--- config.mk ---
export PLATFORM = sky130hd
export DESIGN_NAME = forward_scoreboard
export DESIGN_NICKNAME = d
export VERILOG_FILES = /design/src/rtl/forward_scoreboard.sv
export SDC_FILE = /design/constraint.sdc
export NUM_CORES = 1
export LEC_CHECK = 0
export ABC_AREA = 1
export CORE_ASPECT_RATIO = 0.6
export CORE_MARGIN = 2
export CORE_UTILIZATION = 40
export CTS_BUF_LIST = sky130_fd_sc_hd__clkbuf_8
export CTS_CLUSTER_SIZE = 28
export DETAILED_ROUTE_END_ITERATION = 10
export HOLD_SLACK_MARGIN = 0.15
export PLACE_DENSITY_LB_ADDON = 0.2
export SLEW_MARGIN = 30
export SYNTH_ARGS = -nofsm -noshare
export SYNTH_HDL_FRONTEND = slang
export SYNTH_SLANG_ARGS = --single-unit
--- constraint.sdc ---
create_clock -name clk -period 1.5 [get_ports clk]
set_input_delay 0.3 -clock clk [delete_from_list [all_inputs] [get_ports clk]]
set_output_delay 0.3 -clock clk [all_outputs]
set_load 0.02 [all_outputs]
--- src/rtl/forward_scoreboard.sv ---
// Forwarding and load-use hazard unit for the LEGv8 pipeline: tracks destinations of
// instructions that left EX and derives per-operand bypass selects plus a load-use stall.
module forward_scoreboard #(
    parameter int NSTAGES     = 2,
    parameter int NSRC        = 2,
    parameter int REGADDRSIZE = 5,
    parameter int XZR         = 31,
    parameter int LOADLAT     = 2,
    parameter int SELW        = $clog2(NSTAGES + 1)
) (
    input  logic                        clk,
    input  logic                        rst,
    input  logic                        advance,
    input  logic                        flush,
    input  logic                        ex_valid,
    input  logic                        ex_regwrite,
    input  logic                        ex_branch,
    input  logic                        ex_load,
    input  logic [REGADDRSIZE-1:0]      ex_rd,
    input  logic [NSRC*REGADDRSIZE-1:0] ex_src,
    input  logic [NSRC-1:0]             ex_srcuse,
    output logic [NSRC*SELW-1:0]        fwd_sel,
    output logic                        stall,
    output logic [15:0]                 stall_count
);

    typedef struct packed {
        logic                   valid;
        logic                   regwrite;
        logic                   branch;
        logic                   load;
        logic [REGADDRSIZE-1:0] rd;
    } tag_t;

    localparam logic [REGADDRSIZE-1:0] XZR_ADDR = REGADDRSIZE'(XZR);

    // Entry 1 is the instruction that left EX most recently.
    tag_t tags [1:NSTAGES];

    always_comb begin
        logic             hit;
        logic             early;
        logic [SELW-1:0]  hit_k;
        // NOTE: every combinational output and temporary gets a default before any
        // conditional assignment, otherwise synthesis infers latches.
        fwd_sel = '0;
        stall   = 1'b0;
        hit     = 1'b0;
        early   = 1'b0;
        hit_k   = '0;
        for (int i = 0; i < NSRC; i++) begin
            hit   = 1'b0;
            early = 1'b0;
            hit_k = '0;
            // Scan oldest to youngest so the youngest producer overrides older ones.
            for (int k = NSTAGES; k >= 1; k--) begin
                if (tags[k].valid && tags[k].regwrite && !tags[k].branch &&
                    tags[k].rd != XZR_ADDR &&
                    tags[k].rd == ex_src[i*REGADDRSIZE +: REGADDRSIZE]) begin
                    hit   = 1'b1;
                    hit_k = SELW'(k);
                    early = tags[k].load && (k < LOADLAT);
                end
            end
            if (ex_srcuse[i] && hit) begin
                if (early) begin
                    stall = 1'b1;
                end else begin
                    fwd_sel[i*SELW +: SELW] = hit_k;
                end
            end
        end
    end

    // NOTE: sequential state uses non-blocking assignments so every entry shifts
    // from its pre-edge value regardless of statement order.
    always_ff @(posedge clk or posedge rst) begin
        if (rst) begin
            for (int k = 1; k <= NSTAGES; k++) begin
                tags[k] <= '0;
            end
            stall_count <= 16'd0;
        end else if (advance) begin
            for (int k = 2; k <= NSTAGES; k++) begin
                tags[k] <= tags[k-1];
            end
            if (stall) begin
                // The stalled instruction stays in EX; MEM receives a bubble.
                tags[1] <= '0;
                if (stall_count != 16'hFFFF) begin
                    stall_count <= stall_count + 16'd1;
                end
            end else begin
                tags[1] <= '{valid:    ex_valid && !flush,
                             regwrite: ex_regwrite,
                             branch:   ex_branch,
                             load:     ex_load,
                             rd:       ex_rd};
            end
        end
    end

endmodule

==> impl_results.md, run 1 <==
- Peak VDD IR: between 0.3 and 0.4 mV
- Worst slew margin: 72.9%
- CP Class: flop to primary output
- First DRT Iteration DRCs: 97
- Buffers on Ports: 45
- Die width: 94.3 um
- Setup Skew: 0.00325 ns
- Max_cap viols: 0
- Fin util: 72.4%
- Total CTS buffers: 5
- Antenna Cells: 0
- Sequential power share: 46.4%
- Routed len/inst: 13.0 um
- Worst setup SP type: flop
- Failing checks: setup timing
- P_sw: 0.625 mW
- CTS sink cnt: 33
- Tmin final: 1.97 ns
- Most frequent cells in the layout: 65 x buf_4, 50 x nand2_1, 30 x inv_1
- Ys Warns: 0
- Max Freq: 508 MHz
- Slowest stage delay, CP: 0.41 ns
- Post-Syn Area: 0.00196 mm2
- Clock Tree Buf Depth: 2
- Status: finished, violations left
- Fin nets: 400
- Commonest non-fill, non-tap cell in the layout: buf_4
- P_int: 1.52 mW
- Post-Syn Instances: between 200 and 300
- I/O Pins: 46
- Vias in the first global route: 1,905
- Net Sw Frac: 29.1%
- Vias: between 2,000 and 2,500
- # hold bufs at CTS: 0
- Via density: 4.72
- Die height: roughly 58 um
- Critical Path Fanout Max: 4
- CP endpoint kind: primary output
- Clk pwr share: 30.0%
- Hold Crit Class: input port to async pin
- Routed wire length: around 5700 um
- Post-synth cell types: 26
- Std cell rows: 19
- CTS tree: built
- Unrepaired setup endpoints after global routing: yes
- Largest net degree at the start of global routing: 37
- Worst Path Required: 1.20 ns
- Comb pwr share: 23.5%
- Die area: ~0.0055 mm2
- Initial antenna violation count: 0
- Clock insertion delay at the later pin of the skew report: 0.28 ns
- Tightest Pin Transition: roughly 0.4 ns
- Slew Limit Fails: 0
- Worst setup margin: -0.468 ns
- PwrDens: between 600 and 700 mW/mm2
- CP most frequent cell: nand2_2
- DRC viols: 0
- DRT Pass-1 Iters: 4
- Share of layout cells above drive strength 1: 41.1%
- Overflow left after global routing: 0
- Synth Register Bits: 33
- Final Cycle Share: 131%
- Mapped Avg Cell Area: approximately 7.8 um2
- Register area share after synthesis: 42.2%
- Count of final setup violators: 30
- Core box area: approximately 0.0046 mm2
- Hold slack: ~0.36 ns
- H-tree level count: 2
- Final count of hold timing violations: 0
- Worst EP arrival: 1.67 ns
- Worst path slowest cell: dfrtp_2
- Starting Density: 42.2%
- Syn_nets: 278
- First-pass GRT wire length: 9040 um
- Gr usage total: ~22%
- Clock root buffer: clkbuf_8
- Post-DP HPWL: 3980 um
- Crit-path cells: inv_2, nand2_2, nand2_2, nor2_4, nand2_2, nor2_4, nand3_2, nand2_2, nand2_2, inv_2, buf_6
- RD Place Congestion: 0.896
- P&R area growth vs syn: 71.6%
- Post-route ant nets: 0
- Clk slew on worst S/H paths: roughly 0.07 ns
- Pleak: ~1.7 nW
-- power groups by stage --
stage | registers [mW] | logic, mW | clock network [mW]
after global routing | 1.00 | 0.549 | 0.706
after detailed placement | 1.00 | 0.404 | 0
final | 0.996 | 0.505 | 0.645
after CTS | 0.989 | 0.457 | 0.665
after global placement | 1.00 | 0.400 | 0
after floorplan | 0.998 | 0.172 | 0
-- layer usage --
metal | up-vias | track usage [%] | part of all wire [%]
li1 | 1042 | - | -
met1 | 949 | 33.8 | 49
met2 | 70 | 30.8 | 41
met3 | 6 | 4.68 | 8.2
met4 | 0 | 7.25 | 1.0
met5 | - | 0 | 0
-- area by class of cell --
cell class,instances,area (um2)
multi-input cells,178,1170
repair buffers,120,1050
fillers,364,1280
well taps,63,78.8
inverters,36,135
flip-flops and latches,33,843
clock buffers,5,68.8
clock inverters,3,13.8
-- through the flow --
step	std cells	power, mW	setup TNS, ns	area, um2	worst slack [ns]
after detailed placement	415	1.41	-22.37	2960	-1.10
after CTS	436	2.11	-9.51	3220	-0.460
after global routing	438	2.26	-12.90	3360	-0.578
final	438	2.15	-9.22	3360	-0.468
after floorplan	252	1.17	-1.22	2000	-0.119
after global placement	415	1.40	-20.83	2960	-1.06
-- cells by family after synthesis --
logic type	count (synthesis)	share of synthesized area (%)
AO/OA/AOI/OAI	23	6.39
XOR/XNOR	22	9.85
adder cells (fa/ha/maj)	1	0.639
buffers and inverters	41	8.25
flip-flops	33	42.2
AND/OR/NAND/NOR	132	32.7
-- cells in the mapped netlist --
cell       number  area share, %
nand2_2         1           0.32
o2111ai_1       1           0.45
nand3_1        19            4.9
nand3_4         1           0.90
nor3_1          2           0.51
nor3b_1         1           0.38
clkbuf_1        4           0.77
o21a_1          1           0.38
nand4_1         7            2.2
nand2_1        58             11
nor2_1         27            5.2
inv_1          32            6.1
nor2_4          7            4.0
inv_2           4           0.77
xnor2_1         6            2.7
o31ai_1         1           0.38
xor2_1         16            7.2
buf_6           1           0.58
nor2_2          4            1.3
nand3b_1        4            1.5
ha_1            1           0.64
dfrtp_1        33             42
o22ai_1         1           0.32
o21ai_0        11            2.8
nor4_1          1           0.32
a21oi_1         8            2.0
-- worst max-delay path, delay by kind of cell, from the launching register on --
family                 cells  cell delay (ns)
AND/OR/NAND/NOR            8             0.72
flip-flops                 1             0.41
buffers and inverters      3             0.25
-- flip-flops by register name (all words and copies together) (netlist names) --
| name | count |
|---|---|
| tags | 17 |
| stall_count | 16 |
-- what timing repair did --
item	in CTS	in global routing
setup endpoints to repair	46	33
gates resized for setup	83	43
pin swaps	30	16
setup buffers	16	6
hold endpoints to repair	0	0
-- worst paths after layout --
| check | startpoint | end | slack (ns) | cells after the start |
|---|---|---|---|---|
| setup / recovery | tags[9]$_DFFE_PP0P_ | stall | -0.47 | 11 |
| hold / removal | rst | stall_count[5]$_DFFE_PP0P_ | 0.36 | 3 |
| setup reg to reg | tags[9]$_DFFE_PP0P_ | stall_count[14]$_DFFE_PP0P_ | -0.40 | 13 |
| hold reg to reg | tags[15]$_DFFE_PP0P_ | tags[6]$_DFFE_PP0P_ | 0.52 | 2 |
| max in group asynchronous | rst | tags[11]$_DFFE_PP0P_ | 0.95 | 3 |
| min in group clk | tags[15]$_DFFE_PP0P_ | tags[6]$_DFFE_PP0P_ | 0.52 | 2 |
Note: power is estimated with default switching activity, not from simulation.
==> inputs of run 2 (changes only) <==
- ABC_AREA: 1 -> not set
==> impl_results.md, run 2 <==
- Worst Path Required: 1.20 ns (about the same)
- EDFF count, synth: 0 (unchanged)
- Cell taking the most area after synthesis: dfrtp_1 (unchanged)
- Post-DP HPWL: 3750 um (was 3980 um)
- Pleak: 1.45 nW (was 1.69 nW)
- Antenna Cells: 0 (unchanged)
- DRT Pass-1 Iters: 7 (was 4)
- Worst setup margin: -0.617 ns (was -0.468 ns)
- Peak VDD IR: 0.458 mV (was 0.345 mV)
- Routed wire length: 5100 um (was 5710 um)
- Final Power: 2.33 mW (was 2.15 mW)
- Vias in the first global route: 1,709 (was 1,905)
- PwrDens: 759 mW/mm2 (was 639 mW/mm2)
- Max reg flops: 17 (unchanged)
- Setup Skew: 0.00976 ns (was 0.00325 ns)
- Starting Density: 42.9% (was 42.2%)
- Bufs and invs on worst path: 1 (was 3)
- Die height: 56.3 um (was 58.2 um)
- Share of the synthesized area in the top cell type: 45.2% (was 42.2%)
- Critical Path Source: tags[11]$_DFFE_PP0P_ (was tags[9]$_DFFE_PP0P_)
- Synth Flop Type: dfrtp_1 (unchanged)
- P&R area growth vs syn: 67.7% (was 71.6%)
- Clock root buffer: clkbuf_8 (unchanged)
- Fin nets: 303 (was 400)
- R2r startpoint: tags[10]$_DFFE_PP0P_ (was tags[9]$_DFFE_PP0P_)
- First DRT Iteration DRCs: 107 (was 97)
- Most frequent cells in the layout: 55 x buf_4, 23 x dlygate4sd2_1, 18 x xnor2_1 (was 65 x buf_4, 50 x nand2_1, 30 x inv_1)
- Overflow left after global routing: 0 (unchanged)
- Post-synth cell types: 29 (was 26)
- H-tree level count: 2 (unchanged)
- Slowest stage delay, CP: 0.53 ns (was 0.41 ns)
- Die area: 0.00514 mm2 (was 0.00549 mm2)
- Top-count cell post-synth: dfrtp_1 (was nand2_1)
- Met2 usage: 29.7% (was 30.8%)
- P_sw: 0.586 mW (was 0.625 mW)
- I/O Pins: 46 (unchanged)
- Clk pwr share: 36.3% (was 30.0%)
- Worst EP arrival: 1.82 ns (was 1.67 ns)
- Unrepaired setup endpoints after global routing: yes (unchanged)
- Regs by FF count: tags (17), stall_count (16) (unchanged)
- Slew Limit Fails: 0 (unchanged)
- Reg-to-Reg End: stall_count[13]$_DFFE_PP0P_ (was stall_count[14]$_DFFE_PP0P_)
- CTS sink cnt: 33 (unchanged)
- Slack of the worst reg-to-reg path: -0.52 ns (was -0.40 ns)
- Largest net degree at the start of global routing: 34 (was 37)
- CP endpoint: stall (unchanged)
- Synth Register Bits: 33 (unchanged)
- Gr usage total: 20.4% (was 22.0%)
- Post-route ant nets: 0 (unchanged)
- Worst path slowest cell: or4_4 (was dfrtp_2)
- Die width: 91.2 um (was 94.3 um)
- Tightest Pin Transition: 0.303 ns (was 0.406 ns)
- Clk slew on worst S/H paths: 0.07 ns (about the same)
- Tmin final: 2.12 ns (was 1.97 ns)
- Fill cell count: 312 (was 364)
- Max_cap viols: 0 (unchanged)
- Status: finished, violations left (unchanged)
- Count of final setup violators: 30 (unchanged)
- Clock Tree Buf Depth: 2 (unchanged)
- RD Place Congestion: 0.919 (was 0.896)
- Routed len/inst: 15.1 um (was 13.0 um)
- Cell depth of the worst flop-to-flop path: 8 (was 13)
- Comb pwr share: 19.8% (was 23.5%)
- Setup tns final: -14.42 ns (was -9.22 ns)
- Final instance count without filler cells: 338 (was 438)
- Total CTS buffers: 5 (unchanged)
- CTS tree: built (unchanged)
- Register area share after synthesis: 45.2% (was 42.2%)
- Biggest register: tags (unchanged)
- Post-Place Setup Slack: -1.09 ns (was -1.10 ns)
- Worst slew margin: 79.6% (was 72.9%)
- DRC viols: 0 (unchanged)
- Net Sw Frac: 25.2% (was 29.1%)
- Synth top area cells: dfrtp_1 45%, xnor2_1 13%, mux2_2 4.9%, nand2_1 4.1%, nand3_1 3.8% (was dfrtp_1 42%, nand2_1 11%, xor2_1 7.2%, inv_1 6.1%, nor2_1 5.2%)
- Critical Path Fanout Max: 5 (was 4)
- Core box area: 0.00426 mm2 (was 0.00464 mm2)
- Post-synth top cells: 33 x dfrtp_1, 27 x xnor2_1, 20 x nand2_1 (was 58 x nand2_1, 33 x dfrtp_1, 32 x inv_1)
- Met1 GRT Util: 30.0% (was 33.8%)
- Share of layout cells above drive strength 1: 46.4% (was 41.1%)
- Clock insertion delay at the later pin of the skew report: 0.28 ns (about the same)
- Final Cycle Share: 141% (was 131%)
- Crit-path cells: xnor2_2, nand2_1, or4_4, o41ai_4, buf_4 (was inv_2, nand2_2, nand2_2, nor2_4, nand2_2, nor2_4, nand3_2, nand2_2, nand2_2, inv_2, buf_6)
- Final count of hold timing violations: 0 (unchanged)
- Ys Warns: 0 (unchanged)
- Syn_nets: 203 (was 278)
- Hold Crit Class: input port to async pin (unchanged)
- First-pass GRT wire length: 8150 um (was 9040 um)
- Dpl cells: 323 (was 415)
- Vias: 1,685 (was 2,067)
- CP Class: flop to primary output (unchanged)
- WP depth: 5 (was 11)
- Met3 capacity usage during global routing: 5.50% (was 4.68%)
- Buffers on Ports: 45 (unchanged)
- Sequential power share: 44.0% (was 46.4%)
- Initial antenna violation count: 0 (unchanged)
- Mapped Avg Cell Area: 10.3 um2 (was 7.77 um2)
- Std cell rows: 18 (was 19)
- Post-Syn Instances: 177 (was 252)
- Failing checks: setup timing (unchanged)
- Post-Syn Area: 0.00183 mm2 (was 0.00196 mm2)
- CP endpoint kind: primary output (unchanged)
- Max Freq: 472 MHz (was 508 MHz)
- Commonest non-fill, non-tap cell in the layout: buf_4 (unchanged)
- Most used routing layer: met1 (unchanged)
- Worst setup SP type: flop (unchanged)
- FFs w/ async S/R, synth: 100% (unchanged)
- P_int: 1.74 mW (was 1.52 mW)
- Family with the most delay on the worst path: simple AND/OR/NAND/NOR gates (unchanged)
- Via density: 4.99 (was 4.72)
[run 2: changes by cell type after synthesis, sizes merged, moves of 8 or more]
cell   delta
a21oi     -8
inv      -25
mux2      +9
nand2    -39
nor2     -30
o21ai    -11
o22ai     +8
xnor2    +21
xor2      -8
[run 2: worst min-delay path, delay by kind of cell]
kind / cells / cell delay (ns)
buf+inv: 3 / 0.69
[run 2: worst min-delay path by stage]
| stage | startpoint | to | slack, ns | cells after the start |
|---|---|---|---|---|
| floorplan | rst | stall_count[12]$_DFFE_PP0P_ | 0.43 | 1 |
| global placement | stall_count[15]$_DFFE_PP0P_ | stall_count[15]$_DFFE_PP0P_ | 0.48 | 1 |
| detailed placement | stall_count[15]$_DFFE_PP0P_ | stall_count[15]$_DFFE_PP0P_ | 0.49 | 1 |
| CTS | rst | stall_count[15]$_DFFE_PP0P_ | 0.37 | 3 |
| global route | rst | stall_count[15]$_DFFE_PP0P_ | 0.40 | 3 |
| finish | rst | stall_count[9]$_DFFE_PP0P_ | 0.36 | 3 |
[run 2: through the flow]
| step | instance area, um2 | utilization, % | hold slack [ns] |
|---|---|---|---|
| floorplan | 1950 | - | 0.428 |
| global placement | 2810 | 66.0 | 0.479 |
| detailed placement | 2810 | 66.0 | 0.486 |
| CTS | 2930 | 68.7 | 0.366 |
| global route | 3060 | 72.0 | 0.397 |
| finish | 3060 | 72.0 | 0.356 |
[run 2: timing repair]
item	4_1_cts	5_1_grt
pin swaps	12	14
buffers inserted	4	3
hold buffers	0	0
endpoints found under the setup margin	46	30
cloned	0	0
gates resized for setup	55	23
hold endpoints to repair	0	0
[run 2: kinds of logic (layout without fill, tap and decap cells)]
group / count (synthesis) / in the layout / synth area share [%]
and+or+nand+nor: 66 / 66 / 20.5
xor gates and xnor gates: 35 / 35 / 16.8
DFF: 33 / 33 / 45.2
buffers and inverters: 18 / 119 / 4.73
AOI/OAI and AO/OA: 15 / 15 / 6.30
muxes: 9 / 9 / 5.75
adders and majority gates: 1 / 1 / 0.685
[run 2: cell type report]
cell class / instances / area, um2 / area share [%]
repair buffers: 100 / 863 / 28.2
clock buffers: 6 / 82.6 / 2.70
multi-input cells: 126 / 1120 / 36.6
flip-flops and latches: 33 / 847 / 27.7
inverters: 11 / 41.3 / 1.35
clock inverters: 2 / 33.8 / 1.10
well taps: 60 / 75.1 / 2.45
[run 2: metal layers]
layer  up-vias  wire (um)
li1        822          -
met1       799       2490
met2        60       2230
met3         4        356
met4         0         24
met5         -          0
[run 2: power groups by stage]
stage          clock network [mW]  logic (mW)  registers (mW)
2_1_floorplan                   0       0.196            1.01
3_3_place_gp                    0       0.380            1.02
3_5_place_dp                    0       0.395            1.02
4_1_cts                     0.859       0.400            1.01
5_1_grt                     0.893       0.496            1.03
6_report                    0.843       0.460            1.02
==> inputs of run 3 (changes only) <==
- PLACE_DENSITY: not set -> 0.78
- PLACE_DENSITY_LB_ADDON: 0.2 -> not set
==> impl_results.md, run 3 (synthesis results as in run 2) <==
- Clock insertion delay at the later pin of the skew report: 0.29 ns (was 0.28 ns)
- Worst setup margin: -0.658 ns (was -0.617 ns)
- # hold bufs at CTS: 0 (unchanged)
- Antenna Cells: 0 (unchanged)
- Worst EP arrival: 1.86 ns (was 1.82 ns)
- Largest net degree at the start of global routing: 34 (unchanged)
- Peak VDD IR: 0.428 mV (was 0.458 mV)
- CP Class: flop to primary output (unchanged)
- Max reg flops: 17 (unchanged)
- Biggest register: tags (unchanged)
- Max Freq: 463 MHz (was 472 MHz)
- Setup Skew: 0.00857 ns (was 0.00976 ns)
- Worst slew margin: 81.3% (was 79.6%)
- Final Cycle Share: 144% (was 141%)
- Clock Tree Buf Depth: 2 (unchanged)
- Family with the most delay on the worst path: simple AND/OR/NAND/NOR gates (unchanged)
- Cell depth of the worst flop-to-flop path: 8 (unchanged)
- Post-DP HPWL: 3630 um (was 3750 um)
- Critical Path Source: tags[13]$_DFFE_PP0P_ (was tags[11]$_DFFE_PP0P_)
- First-pass GRT wire length: 8850 um (was 8150 um)
- WP depth: 5 (unchanged)
- Buffers on Ports: 45 (unchanged)
- Regs by FF count: tags (17), stall_count (16) (unchanged)
- CTS tree: built (unchanged)
- RD Place Congestion: 0.895 (was 0.919)
- Slack of the worst reg-to-reg path: -0.51 ns (was -0.52 ns)
- P&R area growth vs syn: 73.0% (was 67.7%)
- Most frequent cells in the layout: 58 x buf_4, 19 x xnor2_1, 18 x clkdlybuf4s50_1, 18 x dlygate4sd2_1, 18 x dfrtp_1 (was 55 x buf_4, 23 x dlygate4sd2_1, 18 x xnor2_1)
- Tightest Pin Transition: 0.278 ns (was 0.303 ns)
- CP endpoint: stall (unchanged)
- First DRT Iteration DRCs: 83 (was 107)
- Routed wire length: 5550 um (was 5100 um)
- Post-Place Setup Slack: -1.12 ns (was -1.09 ns)
- Crit-path cells: xnor2_2, nand3_2, or4_4, o41ai_4, buf_4 (was xnor2_2, nand2_1, or4_4, o41ai_4, buf_4)
- Worst Path Required: 1.20 ns (about the same)
- Pleak: 1.46 nW (was 1.45 nW)
- Post-route ant nets: 0 (unchanged)
- Worst path slowest cell: or4_4 (unchanged)
- Clk slew on worst S/H paths: 0.07 ns (about the same)
- Slowest stage delay, CP: 0.54 ns (was 0.53 ns)
- PwrDens: 753 mW/mm2 (was 759 mW/mm2)
- Std cell rows: 18 (unchanged)
- Gr usage total: 22.6% (was 20.4%)
- Max_cap viols: 0 (unchanged)
- Slew Limit Fails: 0 (unchanged)
- I/O Pins: 46 (unchanged)
- Status: finished, violations left (unchanged)
- Bufs and invs on worst path: 1 (unchanged)
- Hold Crit Class: input port to async pin (unchanged)
- Routed len/inst: 16.2 um (was 15.1 um)
- Final count of hold timing violations: 0 (unchanged)
- Share of layout cells above drive strength 1: 48.4% (was 46.4%)
- Commonest non-fill, non-tap cell in the layout: buf_4 (unchanged)
- DRC viols: 0 (unchanged)
- Vias: 1,719 (was 1,685)
- Fin nets: 308 (was 303)
- Overflow left after global routing: 0 (unchanged)
- Die width: 91.2 um (unchanged)
- Die area: 0.00514 mm2 (unchanged)
- Vias in the first global route: 1,741 (was 1,709)
- CP endpoint kind: primary output (unchanged)
- Core box area: 0.00426 mm2 (unchanged)
- Via density: 5.01 (was 4.99)
- Worst setup SP type: flop (unchanged)
- Unrepaired setup endpoints after global routing: yes (unchanged)
- Clock root buffer: clkbuf_8 (unchanged)
- Die height: 56.3 um (unchanged)
- Fin util: 74.3% (was 72.0%)
- Count of final setup violators: 30 (unchanged)
- R2r startpoint: tags[12]$_DFFE_PP0P_ (was tags[10]$_DFFE_PP0P_)
- DRT Pass-1 Iters: 4 (was 7)
- Reg-to-Reg End: stall_count[1]$_DFFE_PP0P_ (was stall_count[13]$_DFFE_PP0P_)
- Total CTS buffers: 5 (unchanged)
- Setup tns final: -13.51 ns (was -14.42 ns)
- Post-Place Cell Area: 0.00281 mm2 (about the same)
- H-tree level count: 2 (unchanged)
- CTS sink cnt: 33 (unchanged)
- Starting Density: 42.9% (unchanged)
- Tmin final: 2.16 ns (was 2.12 ns)
- Critical Path Fanout Max: 4 (was 5)
- Failing checks: setup timing (unchanged)
- Design Area, Final: 0.00316 mm2 (was 0.00306 mm2)
- Initial antenna violation count: 0 (unchanged)
==> run 3: cell count changes in the layout (fill, tap and decap cells not counted), sizes merged <==
cell / before / now
dlygate4sd2: 23 / 18
buf: 60 / 64
dlymetal6s2s: 2 / 1
a41o: 1 / 2
clkdlybuf4s50: 15 / 18
clkdlybuf4s15: 0 / 3
==> run 3: report_power, final <==
part / internal [mW] / switching [mW]
sequential: 0.945 / 0.0697
clock: 0.535 / 0.327
combinational: 0.276 / 0.228
total: 1.76 / 0.624
==> run 3: per-layer routing <==
layer | global-route usage (%) | vias up | part of all wire (%)
li1 | - | 833 | -
met1 | 32.4 | 835 | 49
met2 | 33.3 | 44 | 45
met3 | 6.58 | 7 | 5.1
met4 | 6.49 | 0 | 1.3
met5 | 0 | - | 0
==> run 3: area by class of cell <==
| class | instances | area (um2) |
|---|---|---|
| clock buffers | 6 | 82.6 |
| clock inverters | 2 | 33.8 |
| fillers | 292 | 1100 |
| inverters | 11 | 41.3 |
| multi-input cells | 127 | 1190 |
| flip-flops and latches | 33 | 845 |
| well taps | 60 | 75.1 |
| repair buffers | 104 | 892 |
==> run 3: timing repair <==
action	4_1_cts	5_1_grt
pin swaps	11	12
setup endpoints to repair	46	33
cloned	1	0
setup buffers	6	3
resized for setup	68	21
==> run 3: worst register-to-register path: cells and delay by family (launching register included) <==
family | cells | cell delay (ns)
AOI/OAI and AO/OA | 1 | 0.22
xor gates and xnor gates | 1 | 0.16
buffers and inverters | 2 | 0.30
DFF | 1 | 0.47
muxes | 1 | 0.30
and+or+nand+nor | 3 | 0.46
==> run 3: how the worst min path moves through the flow <==
stage,startpoint,end,cells past startpoint
floorplan,rst,stall_count[12]$_DFFE_PP0P_,1
global placement,tags[8]$_DFFE_PP0P_,tags[8]$_DFFE_PP0P_,1
detailed placement,stall_count[15]$_DFFE_PP0P_,stall_count[15]$_DFFE_PP0P_,1
CTS,rst,stall_count[2]$_DFFE_PP0P_,3
global route,rst,stall_count[2]$_DFFE_PP0P_,3
finish,rst,stall_count[0]$_DFFE_PP0P_,3
==> run 3: through the flow <==
stage	hold slack [ns]	cells	power, mW
after floorplan	0.428	177	1.21
after global placement	0.492	325	1.42
after detailed placement	0.492	325	1.43
after CTS	0.358	340	2.34
after global routing	0.379	343	2.48
final	0.348	343	2.38
==> edit 1, RTL diff (settings of run 1) <==
Change the parameter `NSRC` from 2 to 1.
--- a/src/rtl/forward_scoreboard.sv
+++ b/src/rtl/forward_scoreboard.sv
@@ -3,5 +3,5 @@
 module forward_scoreboard #(
     parameter int NSTAGES     = 2,
-    parameter int NSRC        = 2,
+    parameter int NSRC        = 1,
     parameter int REGADDRSIZE = 5,
     parameter int XZR         = 31,
Interface: changed (resized ex_src, ex_srcuse and fwd_sel); port bits go from 46 to 38. The function was not compared with the original's and may differ.
==> edit 1 against run 1 <==
The flow still finishes with violations (negative setup slack); worst hold slack worse by 0.0089 ns; wire length down 6.7%; count of clock-buffer cells in the layout unchanged; worst setup slack better by 0.11 ns; final area down 14%; non-clock buffer count down 51; critical path depth down 3; synthesized area up 1.0%; sequential cell count unchanged; power down 11%; critical path type unchanged.
==> edit 1: results (changes against run 1) <==
[timing]
slew_headroom=0.746  ; +0.0162
fin_worst_skew_ns=0.00870  ; +0.00545 ns
worst_slack_ns=-0.356  ; +0.112 ns
setup_viol=19  ; -37%

[logic_synthesis]
ys_seq_area_frac=0.418  ; -0.00427
yosys-top-cells-area=dfrtp_1, nand2_1, nand3_1
yosysUniqueCellTypes=24  ; -7.7%
ys_top_cells_by_count=nand2_1, nand3_1, dfrtp_1, inv_1, nor2_1

[routing]
drtIter0Drc=125  ; +29%
wl_met2_um=2140  ; -9.8%
dr_wl_met3_um=418  ; -11%

[run_status]
violations=negative setup slack
outcome=finished with violations

[grt]
grt_pass1_wl_um=8900  ; -1.5%
grt_pass1_vias=1761  ; -7.6%
grt_usage=0.215  ; -0.00551

[worst_setup_path]
reg2reg_depth=11  ; -2
cp-startpoint=tags[12]$_DFFE_PP0P_
arrival_ns=1.56  ; -0.11 ns
path_max_fanout=3  ; -1

[clocking]
cts_setup_buffers=3  ; -13
cts_resized=54  ; -35%

[final_layout]
multi_input_area_mm2=0.00114  ; -2.2%
buffers_excl_clock=69  ; -43%
drive_gt1_frac=0.249  ; -0.161
seq_share=0.289  ; +0.0378
nonClkBufAreaFrac=0.221  ; -0.0912
num-nonclk-inverters=27  ; -25%

[placed_design]
gp_congestion=0.910  ; +1.6%

## edit 1: logic make-up after synthesis
group,synth area share
simple gates,0.399
xor+xnor,0.0665
fa+ha+maj,0.00633
buf+inv,0.0740
flops,0.418
compound gates,0.0361
## edit 1: stage by stage
step / area, um^2 / std cells / setup TNS (ns) / hold slack (ns) / worst slack [ns]
after floorplan: 1980 / 271 / 0 / 0.429 / 0.0119
after global placement: 2630 / 392 / -12.71 / 0.459 / -0.812
after detailed placement: 2630 / 392 / -13.57 / 0.470 / -0.842
after CTS: 2780 / 404 / -2.36 / 0.353 / -0.362
after global routing: 2870 / 404 / -4.60 / 0.377 / -0.413
final: 2870 / 404 / -2.91 / 0.348 / -0.356
## edit 1: worst reg2reg max path: cells and delay by family (launching register included)
family        cells  cell delay (ns)
buf+inv           3             0.36
flops             1             0.42
simple gates      8             0.75
## edit 1: power by group
part           total [mW]  internal (mW)  switching (mW)
combinational       0.295          0.139           0.156
clock               0.640          0.314           0.325
sequential          0.975          0.936          0.0394
total                1.91           1.39           0.521
==> edit 2, RTL diff (settings of run 1) <==
Made on the original files. Reset style: synchronous (`rst`), changed in one clocked block.
--- a/src/rtl/forward_scoreboard.sv
+++ b/src/rtl/forward_scoreboard.sv
@@ -75,5 +75,5 @@
     // NOTE: sequential state uses non-blocking assignments so every entry shifts
     // from its pre-edge value regardless of statement order.
-    always_ff @(posedge clk or posedge rst) begin
+    always_ff @(posedge clk) begin
         if (rst) begin
             for (int k = 1; k <= NSTAGES; k++) begin
Function: differs if rst is asserted again (counterexample within 4 cycles, from zero or initial values and one cycle with rst high); with rst held inactive, the same outputs for 10 cycles.
==> edit 2 against run 1 <==
The run still ends with negative setup slack left; maximum frequency is 9.5% lower; wire length grew 7.0%; register-to-register slack lost 0.16 ns; power rose by 2.6%; via count grew 5.6%; global-route usage down 1.4 points; worst setup slack worse by 0.21 ns; synthesized area up 6.4%; final area is 2.5% higher; sequential cell count stayed put; critical endpoint is now fwd_sel[1]; highest routed layer unchanged.
==> edit 2: results (changes against run 1) <==
[logic_synthesis]
yosys-top-cells-area=edfxtp_1, dfxtp_1, nand2_1
synth_compound_area_frac=0.0571  ; -0.00685
synthAdderAreaFrac=0.00601  ; -0.000384
syn-num-nets=302  ; +8.6%
synth_flop_cell=edfxtp_1
synth_edf_count=17  ; +17
ys_top_cells_by_count=nand2_1, inv_1, nor2_1, edfxtp_1

[final_layout]
n_fill_cell=409  ; +12%
finalNetCount=415  ; +3.8%
area_delta_synth_final_pct=65.3

[clocking]
insertion_delay_ns=0.30  ; +0.02 ns

[worst_setup_path]
arrival_ns=1.88  ; +0.21 ns
reg2reg_depth=11  ; -2
reg2reg_slack_ns=-0.56  ; -0.16 ns
worstReg2RegStart=tags[1][0]$_SDFFCE_PN0P_
slowest_delay_ns=0.48  ; +0.07 ns
crit_end=fwd_sel[1]
reg2reg_to=stall_count[11]$_SDFFE_PP0P_

[routing]
wirelength_um=6110  ; +7.0%
drtIter0Drc=134  ; +38%

[timing]
setup_tns_ns=-15.58  ; -6.36 ns
worst_pin_slew_ns=0.530  ; +0.123 ns
fin_worst_skew_ns=0.00950  ; +0.00625 ns
worst_slack_ns=-0.675  ; -0.208 ns
setup_viol=30  ; unchanged
hold_ws_ns=0.512  ; +0.155 ns

[pwr]
switching_power_mw=0.537  ; -14%
leakage_nw=1.55  ; -8.0%
ir_worst_vdd_v=0.000401  ; +16%
p_per_area_mw_per_mm2=640  ; +0.13%

[placed_design]
hpwl_um=4170  ; +4.6%
placed_area_mm2=0.00300  ; +1.3%
post-place-ws_ns=-1.01  ; +0.0944 ns
placed_cells=433  ; +4.3%

[grt]
grt_max_degree=18  ; -51%
grt_usage=0.206  ; -0.0144

[worst_hold_path]
hp-class=reg2reg

[run_status]
outcome=finished with violations
violations=negative setup slack

[edit 2: layout make-up]
class / instances / share of cell area
timing repair buffer: 106 / 0.271
tap: 66 / 0.0240
clock buffer: 5 / 0.0200
inverter: 48 / 0.0523
multi-input combinational: 195 / 0.379
sequential: 33 / 0.242
clock inverter: 3 / 0.0113
[edit 2: power groups by stage]
stage / Clock [mW] / Combinational (mW) / Sequential (mW)
final: 0.827 / 0.349 / 1.03
after global routing: 0.872 / 0.381 / 1.03
after CTS: 0.838 / 0.296 / 1.02
after detailed placement: 0 / 0.263 / 1.04
after global placement: 0 / 0.259 / 1.04
after floorplan: 0 / 0.119 / 1.03
[edit 2: routing by layer]
| metal | global-route usage | routed length [um] |
|---|---|---|
| met1 | 0.304 | 3120 |
| met2 | 0.285 | 2500 |
| met3 | 0.0585 | 393 |
| met4 | 0.0744 | 93 |
| met5 | 0 | 0 |
[edit 2: what timing repair did]
item,in CTS,in global routing
resized for setup,63,41
setup endpoints to repair,46,38
cloned,2,0
setup buffers,14,8
pin swaps,19,27
